$ cat config.mk
export PLATFORM = sky130hd
export DESIGN_NAME = ctrl_step_sequencer
export DESIGN_NICKNAME = d
export VERILOG_FILES = /design/src/rtl/ctrl_step_sequencer.sv
export SDC_FILE = /design/constraint.sdc
export NUM_CORES = 1
export LEC_CHECK = 0
export ABC_AREA = 1
export CAP_MARGIN = 30
export CORE_MARGIN = 5
export CORE_UTILIZATION = 33
export CTS_CLUSTER_SIZE = 30
export DETAILED_ROUTE_END_ITERATION = 16
export PLACE_DENSITY = 0.85
export SLEW_MARGIN = 15
export SYNTH_ARGS = -nofsm -noshare
export SYNTH_HDL_FRONTEND = slang
export SYNTH_SLANG_ARGS = --single-unit
export TNS_END_PERCENT = 10
$ cat constraint.sdc
create_clock -name clk -period 3.31 [get_ports clk]
set_input_delay 0.662 -clock clk [delete_from_list [all_inputs] [get_ports clk]]
set_output_delay 0.662 -clock clk [all_outputs]
set_load 0.02 [all_outputs]
$ cat src/rtl/ctrl_step_sequencer.sv
// ctrl_step_sequencer: Moore control-step FSM for the multi-cycle processor.
// Runs the shared fetch (T0-T2), decodes the IR opcode in T3 and drives the
// per-step datapath strobes until the instruction returns to T0.
module ctrl_step_sequencer #(
    parameter int             IR_W          = 32,
    parameter int             OPW           = 5,
    parameter int             MEM_HANDSHAKE = 1,
    parameter logic [OPW-1:0] OP_LD         = 5'b00000,
    parameter logic [OPW-1:0] OP_ST         = 5'b00010,
    parameter logic [OPW-1:0] OP_ADD        = 5'b00011,
    parameter logic [OPW-1:0] OP_SUB        = 5'b00100,
    parameter logic [OPW-1:0] OP_BR         = 5'b10010,
    parameter logic [OPW-1:0] OP_JAL        = 5'b10011,
    parameter logic [OPW-1:0] OP_JR         = 5'b10100,
    parameter logic [OPW-1:0] OP_HALT       = 5'b11011
) (
    input  logic            clk,
    input  logic            clr,
    input  logic            start,
    input  logic [IR_W-1:0] ir,
    input  logic            mem_ready,
    input  logic            con_ff,
    output logic            PCout,
    output logic            Zlowout,
    output logic            MDRout,
    output logic            Cout,
    output logic            BAout,
    output logic            Rout,
    output logic            MARIn,
    output logic            PCIn,
    output logic            MDRIn,
    output logic            IRIn,
    output logic            YIn,
    output logic            ZIn,
    output logic            RIn,
    output logic            CONIn,
    output logic            IncPC,
    output logic            read,
    output logic            write,
    output logic            Gra,
    output logic            Grb,
    output logic            Grc,
    output logic            add,
    output logic            subtract,
    output logic            run,
    output logic            illegal,
    output logic [3:0]      step
);

    // State encoding equals the externally visible step code.
    typedef enum logic [3:0] {
        S_T0   = 4'h0,
        S_T1   = 4'h1,
        S_T2   = 4'h2,
        S_T3   = 4'h3,
        S_T4   = 4'h4,
        S_T5   = 4'h5,
        S_T6   = 4'h6,
        S_T7   = 4'h7,
        S_HALT = 4'hE,
        S_IDLE = 4'hF
    } state_t;

    state_t         state_q;
    state_t         state_d;
    logic [OPW-1:0] opcode;
    logic           mem_go;
    logic           unused_ir_bits;

    assign opcode = ir[IR_W-1 -: OPW];
    // Operand fields are decoded by the datapath, not by the sequencer.
    assign unused_ir_bits = ^ir[IR_W-OPW-1:0];
    // Without the handshake every memory step completes in a single cycle.
    assign mem_go = (MEM_HANDSHAKE == 0) ? 1'b1 : mem_ready;
    assign step   = state_q;

    // State register; clr forces IDLE immediately, even mid-wait.
    always_ff @(posedge clk or posedge clr) begin
        if (clr) begin
            state_q <= S_IDLE;
        end else begin
            state_q <= state_d;
        end
    end

    // Next-state and strobe decode from the registered step and the opcode.
    always_comb begin
        state_d  = state_q;
        PCout    = 1'b0;
        Zlowout  = 1'b0;
        MDRout   = 1'b0;
        Cout     = 1'b0;
        BAout    = 1'b0;
        Rout     = 1'b0;
        MARIn    = 1'b0;
        PCIn     = 1'b0;
        MDRIn    = 1'b0;
        IRIn     = 1'b0;
        YIn      = 1'b0;
        ZIn      = 1'b0;
        RIn      = 1'b0;
        CONIn    = 1'b0;
        IncPC    = 1'b0;
        read     = 1'b0;
        write    = 1'b0;
        Gra      = 1'b0;
        Grb      = 1'b0;
        Grc      = 1'b0;
        add      = 1'b0;
        subtract = 1'b0;
        run      = 1'b0;
        illegal  = 1'b0;
        case (state_q)
            S_IDLE: begin
                if (start) state_d = S_T0;
            end
            S_T0: begin
                run = 1'b1; PCout = 1'b1; MARIn = 1'b1; IncPC = 1'b1; ZIn = 1'b1;
                state_d = S_T1;
            end
            S_T1: begin
                run = 1'b1; Zlowout = 1'b1; PCIn = 1'b1; read = 1'b1; MDRIn = 1'b1;
                if (mem_go) state_d = S_T2;
            end
            S_T2: begin
                run = 1'b1; MDRout = 1'b1; IRIn = 1'b1;
                state_d = S_T3;
            end
            S_T3: begin
                run = 1'b1;
                case (opcode)
                    OP_ADD, OP_SUB: begin
                        Grb = 1'b1; Rout = 1'b1; YIn = 1'b1; state_d = S_T4;
                    end
                    OP_LD, OP_ST: begin
                        Grb = 1'b1; BAout = 1'b1; YIn = 1'b1; state_d = S_T4;
                    end
                    OP_JR: begin
                        Gra = 1'b1; Rout = 1'b1; PCIn = 1'b1; state_d = S_T0;
                    end
                    OP_JAL: begin
                        PCout = 1'b1; Grb = 1'b1; RIn = 1'b1; state_d = S_T4;
                    end
                    OP_BR: begin
                        Gra = 1'b1; Rout = 1'b1; CONIn = 1'b1; state_d = S_T4;
                    end
                    OP_HALT: begin
                        state_d = S_HALT;
                    end
                    default: begin
                        illegal = 1'b1; state_d = S_T0;
                    end
                endcase
            end
            S_T4: begin
                run = 1'b1;
                state_d = S_T0;
                case (opcode)
                    OP_ADD, OP_SUB: begin
                        Grc = 1'b1; Rout = 1'b1; ZIn = 1'b1;
                        add = (opcode == OP_ADD); subtract = (opcode == OP_SUB);
                        state_d = S_T5;
                    end
                    OP_LD, OP_ST: begin
                        Cout = 1'b1; add = 1'b1; ZIn = 1'b1; state_d = S_T5;
                    end
                    OP_JAL: begin
                        Gra = 1'b1; Rout = 1'b1; PCIn = 1'b1;
                    end
                    OP_BR: begin
                        PCout = 1'b1; YIn = 1'b1; state_d = S_T5;
                    end
                    default: ;
                endcase
            end
            S_T5: begin
                run = 1'b1;
                state_d = S_T0;
                case (opcode)
                    OP_ADD, OP_SUB: begin
                        Zlowout = 1'b1; Gra = 1'b1; RIn = 1'b1;
                    end
                    OP_LD, OP_ST: begin
                        Zlowout = 1'b1; MARIn = 1'b1; state_d = S_T6;
                    end
                    OP_BR: begin
                        Cout = 1'b1; add = 1'b1; ZIn = 1'b1; state_d = S_T6;
                    end
                    default: ;
                endcase
            end
            S_T6: begin
                run = 1'b1;
                state_d = S_T0;
                case (opcode)
                    OP_LD: begin
                        read = 1'b1; MDRIn = 1'b1;
                        state_d = mem_go ? S_T7 : S_T6;
                    end
                    OP_ST: begin
                        Gra = 1'b1; Rout = 1'b1; MDRIn = 1'b1; state_d = S_T7;
                    end
                    OP_BR: begin
                        Zlowout = 1'b1; PCIn = con_ff;
                    end
                    default: ;
                endcase
            end
            S_T7: begin
                run = 1'b1;
                state_d = S_T0;
                case (opcode)
                    OP_LD: begin
                        MDRout = 1'b1; Gra = 1'b1; RIn = 1'b1;
                    end
                    OP_ST: begin
                        write = 1'b1;
                        state_d = mem_go ? S_T0 : S_T7;
                    end
                    default: ;
                endcase
            end
            S_HALT: begin
                state_d = S_HALT;
            end
            default: begin
                state_d = S_IDLE;
            end
        endcase
    end

endmodule
==> results of run 1 <==
## what timing repair did
action                     4_1_cts  5_1_grt
setup endpoints to repair        0        7
hold buffers                     0        0
gates resized for setup          0        9
## worst reg2reg max path, stage by stage (launching register included)
cell	delay, ps
dfstp_2	630
inv_1	100
nor3_2	370
nand2_1	110
nand3_1	120
nor2_1	50
nand3_1	80
## cell type report
cell class | count | share of cell area
Multi-Input combinational cell | 108 | 0.443
Inverter | 25 | 0.0801
Tap cell | 28 | 0.0299
Sequential cell | 4 | 0.0897
Clock buffer | 3 | 0.0192
Timing Repair Buffer | 38 | 0.338
## logic make-up (layout without fill, tap and decap cells)
group / count (synthesis) / in the layout
and+or+nand+nor: 93 / 93
DFF: 4 / 4
buffers and inverters: 26 / 66
AOI/OAI and AO/OA: 15 / 15
## layout by cell type, fill, tap and decap left out, types with 4 or more instances in the layout
| master | netlist | layout |
|---|---|---|
| nand2_1 | 32 | 32 |
| dfstp_2 | 4 | 4 |
| inv_2 | 4 | 4 |
| nor3_1 | 4 | 4 |
| dlymetal6s2s_1 | 0 | 7 |
| inv_1 | 21 | 21 |
| o21ai_0 | 4 | 4 |
| clkdlybuf4s50_1 | 0 | 30 |
| nand3_1 | 16 | 16 |
| a21oi_1 | 7 | 7 |
| nor2_1 | 29 | 27 |
## through the flow
stage               hold slack (ps)  power (mW)  cells
floorplan                       617       0.482    138
global placement                662       0.706    203
detailed placement              691       0.719    203
CTS                             697       0.785    206
global route                    744       0.841    206
finish                          701       0.787    206
## worst paths after layout
kind / slack (ps) / start / depth (start not counted) / endpoint
setup / recovery: 110 / ir[31] / 7 / Grc
hold / removal: 700 / step[3] / 4 / step[3]
setup reg to reg: 1790 / step[0] / 6 / step[2]
hold reg to reg: 700 / step[3] / 4 / step[3]
max in group asynchronous: 2470 / clr / 2 / step[3]
min in group asynchronous: 810 / clr / 2 / step[1]
## layer usage
metal | vias up | global-route usage | wire length (um)
li1 | 518 | - | -
met1 | 472 | 0.193 | 1010
met2 | 55 | 0.262 | 1220
met3 | 10 | 0.0253 | 236
met5 | - | 0 | 0
met4 | 0 | 0.0695 | 57
## where the power goes
group          internal (mW)  switching [mW]  total (mW)  leakage (nW)
registers             0.0944          0.0483       0.143        0.0420
logic                  0.234           0.346       0.580         0.636
clock network         0.0408          0.0239      0.0647        0.0138
total                  0.369           0.418       0.787         0.692
==> summary.txt, run 1 <==
Die
  • Die ar.: 3220 um^2
  • Row count: 17
  • Die height: 56.7 um
  • Die Width: 56.7 um
  • Core footprint: 2150 um^2
  • Starting density of the core: 0.335
  • Io pins: 65

Clocking
  • Setup Fix Bufs, Post-CTS: 0
  • Worst-skew pair later-pin latency: 250 ps
  • H-tree levels: 1
  • Clock tree buffer depth: 2
  • TritonCTS Buffers: 3
  • Clock Sinks: 4
  • CTS Root Cell: clkbuf_4
  • Reg clk slew, reported paths: 30 ps
  • TritonCTS clock tree: done

Cells and area
  • # nets final: 217
  • Area of the multi-input gates: 519 um^2
  • Number of flip-flops in the largest register: 4
  • # fillers: 203
  • Design Area, Final: 1170 um^2
  • Utilization after layout: 0.545
  • Reg area: 105 um^2
  • Share of layout cells above drive strength 1: 0.135
  • Diode count: 0
  • Area grow syn2layout: 62.5%

Pwr
  • Pleak: 0.692 nW
  • Max IR drop VDD: 0.325 mV
  • Power Density: 672 nW/um^2

Global route
  • First-pass GRT wire length: 4110 um
  • Vias in the first global route: 995
  • GRT overflow: 0
  • Total track usage: 0.156
  • Largest net degree at the start of global routing: 10
  • Initial antenna violation count: 0

STA
  • Setup-failing EPs final: 0
  • Max_slew headroom: 0.738
  • Tmin final: 3200 ps
  • Maximum clock frequency: 0.312 GHz
  • Measured slew at the worst slew-check pin: 391 ps
  • Final period util: 0.967
  • Count of pins over their slew limit: 0
  • Hold Fails Final Rpt: 0
  • Clock Skew: 9.30 ps
  • Setup WS post-layout: 108 ps
  • Unrepaired setup endpoints after global routing: no
  • Sum of negative setup slack: 0 ps

Logic synthesis
  • Multiplexer area fraction after synthesis: 0
  • Post-synthesis simple-gate area fraction: 0.595
  • Synth top area cells: nand2_1, nor2_1, dfstp_2
  • Post-synth top area cell: nand2_1
  • Post-synth top cells: nand2_1, nor2_1, inv_1, nand3_1, a21oi_1
  • Compound-Gate Fraction of Synth Area: 0.118
  • Synth Net Count: 175
  • Post-synth EDFFs: 0
  • Post-Synth XOR/XNOR Area: 0
  • Synthesized area per cell: 5.22 um^2
  • Top FF cell, synth: dfstp_2
  • Post-Synth Adder-Cell Area: 0
  • Sequential fraction of the synthesis area: 0.146
  • Post-synth cell types: 22
  • Syn. warnings: 0
  • Synthesized flop and latch total: 4
  • Most used standard cell by instance count after synthesis: nand2_1
  • Post-Syn Area: 721 um^2
  • Main combinational cell family by area after synthesis: simple AND/OR/NAND/NOR gates
  • Gate Count Post-Synth: 138
  • Yosys top cell area share: 0.167
  • Ys async rst share: 1.00

Worst setup path
  • Critical Path RT: 2650 ps
  • Crit-path cells: clkdlybuf4s50_1 -> inv_1 -> nand3_1 -> nand2_1 -> nand2_1 -> inv_1 -> clkdlybuf4s50_1
  • Top Family by Delay on Critical Path: buffers and inverters
  • Buf+Inv Stages, Crit Path: 4
  • CP endpoint kind: output pin
  • Max incr delay on CP: 600 ps
  • Critical path arrival: 2540 ps
  • Critical Path Source Type: input port
  • Critical path class: input port to output pin
  • Maximum fanout along the worst path: 8
  • CP max-delay cell: clkdlybuf4s50_1

Detailed routing
  • Via Count: 1,055
  • Pre-antenna DRT Iters: 4
  • Residual DRC: 0
  • Initial DRC Count: 41
  • Wire per inst: 12.3 um
  • Post-route ant nets: 0
  • Vias per cell: 5.12
  • WL final: 2530 um

Placement
  • Routability cong.: 0.910
  • DP Area: 1130 um^2
  • Worst slack, placed: 60.5 ps
  • Post-DP HPWL: 2070 um
  • Port buffer count: 37

Run
  • MaxCap Viol Count: 0

Run status
  • Status: completed

Worst hold path
  • Worst hold path type: flip-flop to flip-flop
No activity file was read; power rests on OpenSTA's default activity.
==> inputs of run 2 (changes only) <==
CORE_MARGIN = unset   (was 5)
==> summary.txt, run 2 (synthesized netlist as in run 1, its figures left out) <==
Run status
  • Status: completed

Placement
  • Routability cong.: 0.889 (-2.3%)
  • Post-DP HPWL: 1860 um (-10%)
  • Worst slack, placed: 63.3 ps (+2.83 ps)
  • Placed cells: 202 (-0.49%)
  • Port buffer count: 37 (unchanged)

Detailed routing
  • Pre-antenna DRT Iters: 4 (unchanged)
  • Via Count: 1,081 (+2.5%)
  • Post-route ant nets: 0 (unchanged)
  • Vias per cell: 5.27 (+3.0%)
  • WL final: 2340 um (-7.6%)
  • Initial DRC Count: 59 (+44%)
  • Wire per inst: 11.4 um (-7.1%)
  • Residual DRC: 0 (unchanged)

Clocking
  • H-tree levels: 1 (unchanged)
  • CTS Root Cell: clkbuf_4
  • Post_cts resized: 0 (unchanged)
  • Clock tree buffer depth: 2 (unchanged)
  • TritonCTS Buffers: 3 (unchanged)
  • CTS hold repair buffers: 0 (unchanged)
  • Setup Fix Bufs, Post-CTS: 0 (unchanged)
  • Reg clk slew, reported paths: 40 ps (about the same)
  • Clock Sinks: 4 (unchanged)
  • TritonCTS clock tree: done
  • Worst-skew pair later-pin latency: 240 ps (about the same)

STA
  • Hold Fails Final Rpt: 0 (unchanged)
  • Setup WS post-layout: 43.4 ps (-64.4 ps)
  • Final period util: 0.987 (+0.0195)
  • Setup-failing EPs final: 0 (unchanged)
  • Unrepaired setup endpoints after global routing: yes
  • Count of pins over their slew limit: 0 (unchanged)
  • Measured slew at the worst slew-check pin: 380 ps (-11.1 ps)
  • Maximum clock frequency: 0.306 GHz (-2.0%)
  • Tmin final: 3270 ps (+64.4 ps)
  • Max_slew headroom: 0.745 (+0.00746)
  • Clock Skew: 6.65 ps (-2.64 ps)

Worst setup path
  • CP endpoint kind: output pin
  • Maximum fanout along the worst path: 8 (unchanged)
  • Critical Path Source Type: input port
  • Worst R2R Path Depth: 6 (unchanged)
  • Max incr delay on CP: 530 ps (-70 ps)
  • Crit-path cells: clkdlybuf4s50_1 -> inv_1 -> nand3_1 -> nand2_1 -> nor2_1 -> inv_1 -> a21oi_1 -> nand2_1 -> clkdlybuf4s50_1
  • Critical path class: input port to output pin
  • Critical path arrival: 2600 ps (+60 ps)
  • Critical Path RT: 2650 ps (about the same)
  • CP max-delay cell: clkdlybuf4s50_1

Pwr
  • Pleak: 0.694 nW (+0.28%)
  • Max IR drop VDD: 0.428 mV (+32%)
  • Power Total: 0.774 mW (-1.6%)
  • Power Density: 663 nW/um^2 (-1.3%)

Cells and area
  • Diode count: 0 (unchanged)
  • Share of layout cells above drive strength 1: 0.129 (-0.00562)
  • Area grow syn2layout: 62.0%
  • Most common cell after layout, fill and taps aside: nand2_1
  • Number of flip-flops in the largest register: 4 (unchanged)
  • # nets final: 217 (unchanged)
  • Commonest cells after routing, fill and taps aside: nand2_1, clkdlybuf4s50_1, nor2_1
  • Area of the multi-input gates: 517 um^2 (-0.48%)
  • Reg area: 105 um^2 (unchanged)
  • Fin cells: 205 (-0.49%)
  • # fillers: 206 (+1.5%)

Global route
  • Initial antenna violation count: 0 (unchanged)
  • Vias in the first global route: 896 (-9.9%)
  • GRT overflow: 0 (unchanged)
  • Total track usage: 0.193 (+0.0366)
  • First-pass GRT wire length: 3700 um (-9.9%)
  • Largest net degree at the start of global routing: 10 (unchanged)

Die
  • Die Width: 48.7 um (-14%)
  • Starting density of the core: 0.360 (+0.0245)
  • Die ar.: 2370 um^2 (-26%)
  • Core footprint: 2000 um^2 (-6.8%)
  • Row count: 16 (-1)
  • Die height: 48.7 um (-14%)
  • Io pins: 65 (unchanged)

Worst hold path
  • Min-Delay Path Depth: 4 (unchanged)
  • Worst hold path type: flip-flop to flip-flop

Run
  • MaxCap Viol Count: 0 (unchanged)
## run 2: changes by cell type in the layout (fill, tap and decap cells not counted)
cell and delta:
nor2_2 -1, nor2_1 +1
## run 2: worst paths after layout
check	startpoint	end	slack [ps]
worst min-delay path	step[3]	step[2]	660
min in group asynchronous	clr	step[2]	800
worst max register to register	step[0]	step[1]	1820
worst max-delay path	ir[31]	Zlowout	40
worst min register to register	step[3]	step[2]	660
max in group asynchronous	clr	step[3]	2480
## run 2: worst max-delay path, delay by kind of cell
| kind | cells | cell delay [ps] |
|---|---|---|
| AO/OA/AOI/OAI | 1 | 120 |
| buffers and inverters | 4 | 1270 |
| AND/OR/NAND/NOR | 4 | 550 |
## run 2: per-layer routing
metal,track usage,share of wire,vias up
met5,0,0,-
met4,0.0539,0.011,0
li1,-,-,526
met3,0.0283,0.082,6
met2,0.308,0.47,68
met1,0.266,0.43,481
## run 2: final cells by class
cell class / instances / area share
Inverter: 25 / 0.0804
Tap cell: 27 / 0.0289
Clock buffer: 3 / 0.0193
Timing Repair Buffer: 38 / 0.339
Multi-Input combinational cell: 108 / 0.443
Sequential cell: 4 / 0.0900
## run 2: through the flow
step / util / cell area (um^2) / hold slack, ps / TNS [ps]
after floorplan: - / 721 / 617 / 0
after global placement: 0.562 / 1120 / 667 / 0
after detailed placement: 0.562 / 1120 / 667 / 0
after CTS: 0.573 / 1150 / 670 / 0
after global routing: 0.583 / 1170 / 752 / -63.7
final: 0.583 / 1170 / 663 / 0
## run 2: report_power, final
group          switching, mW  internal (mW)
Combinational          0.335          0.235
Sequential            0.0464         0.0944
Clock                 0.0225         0.0407
Total                  0.404          0.370
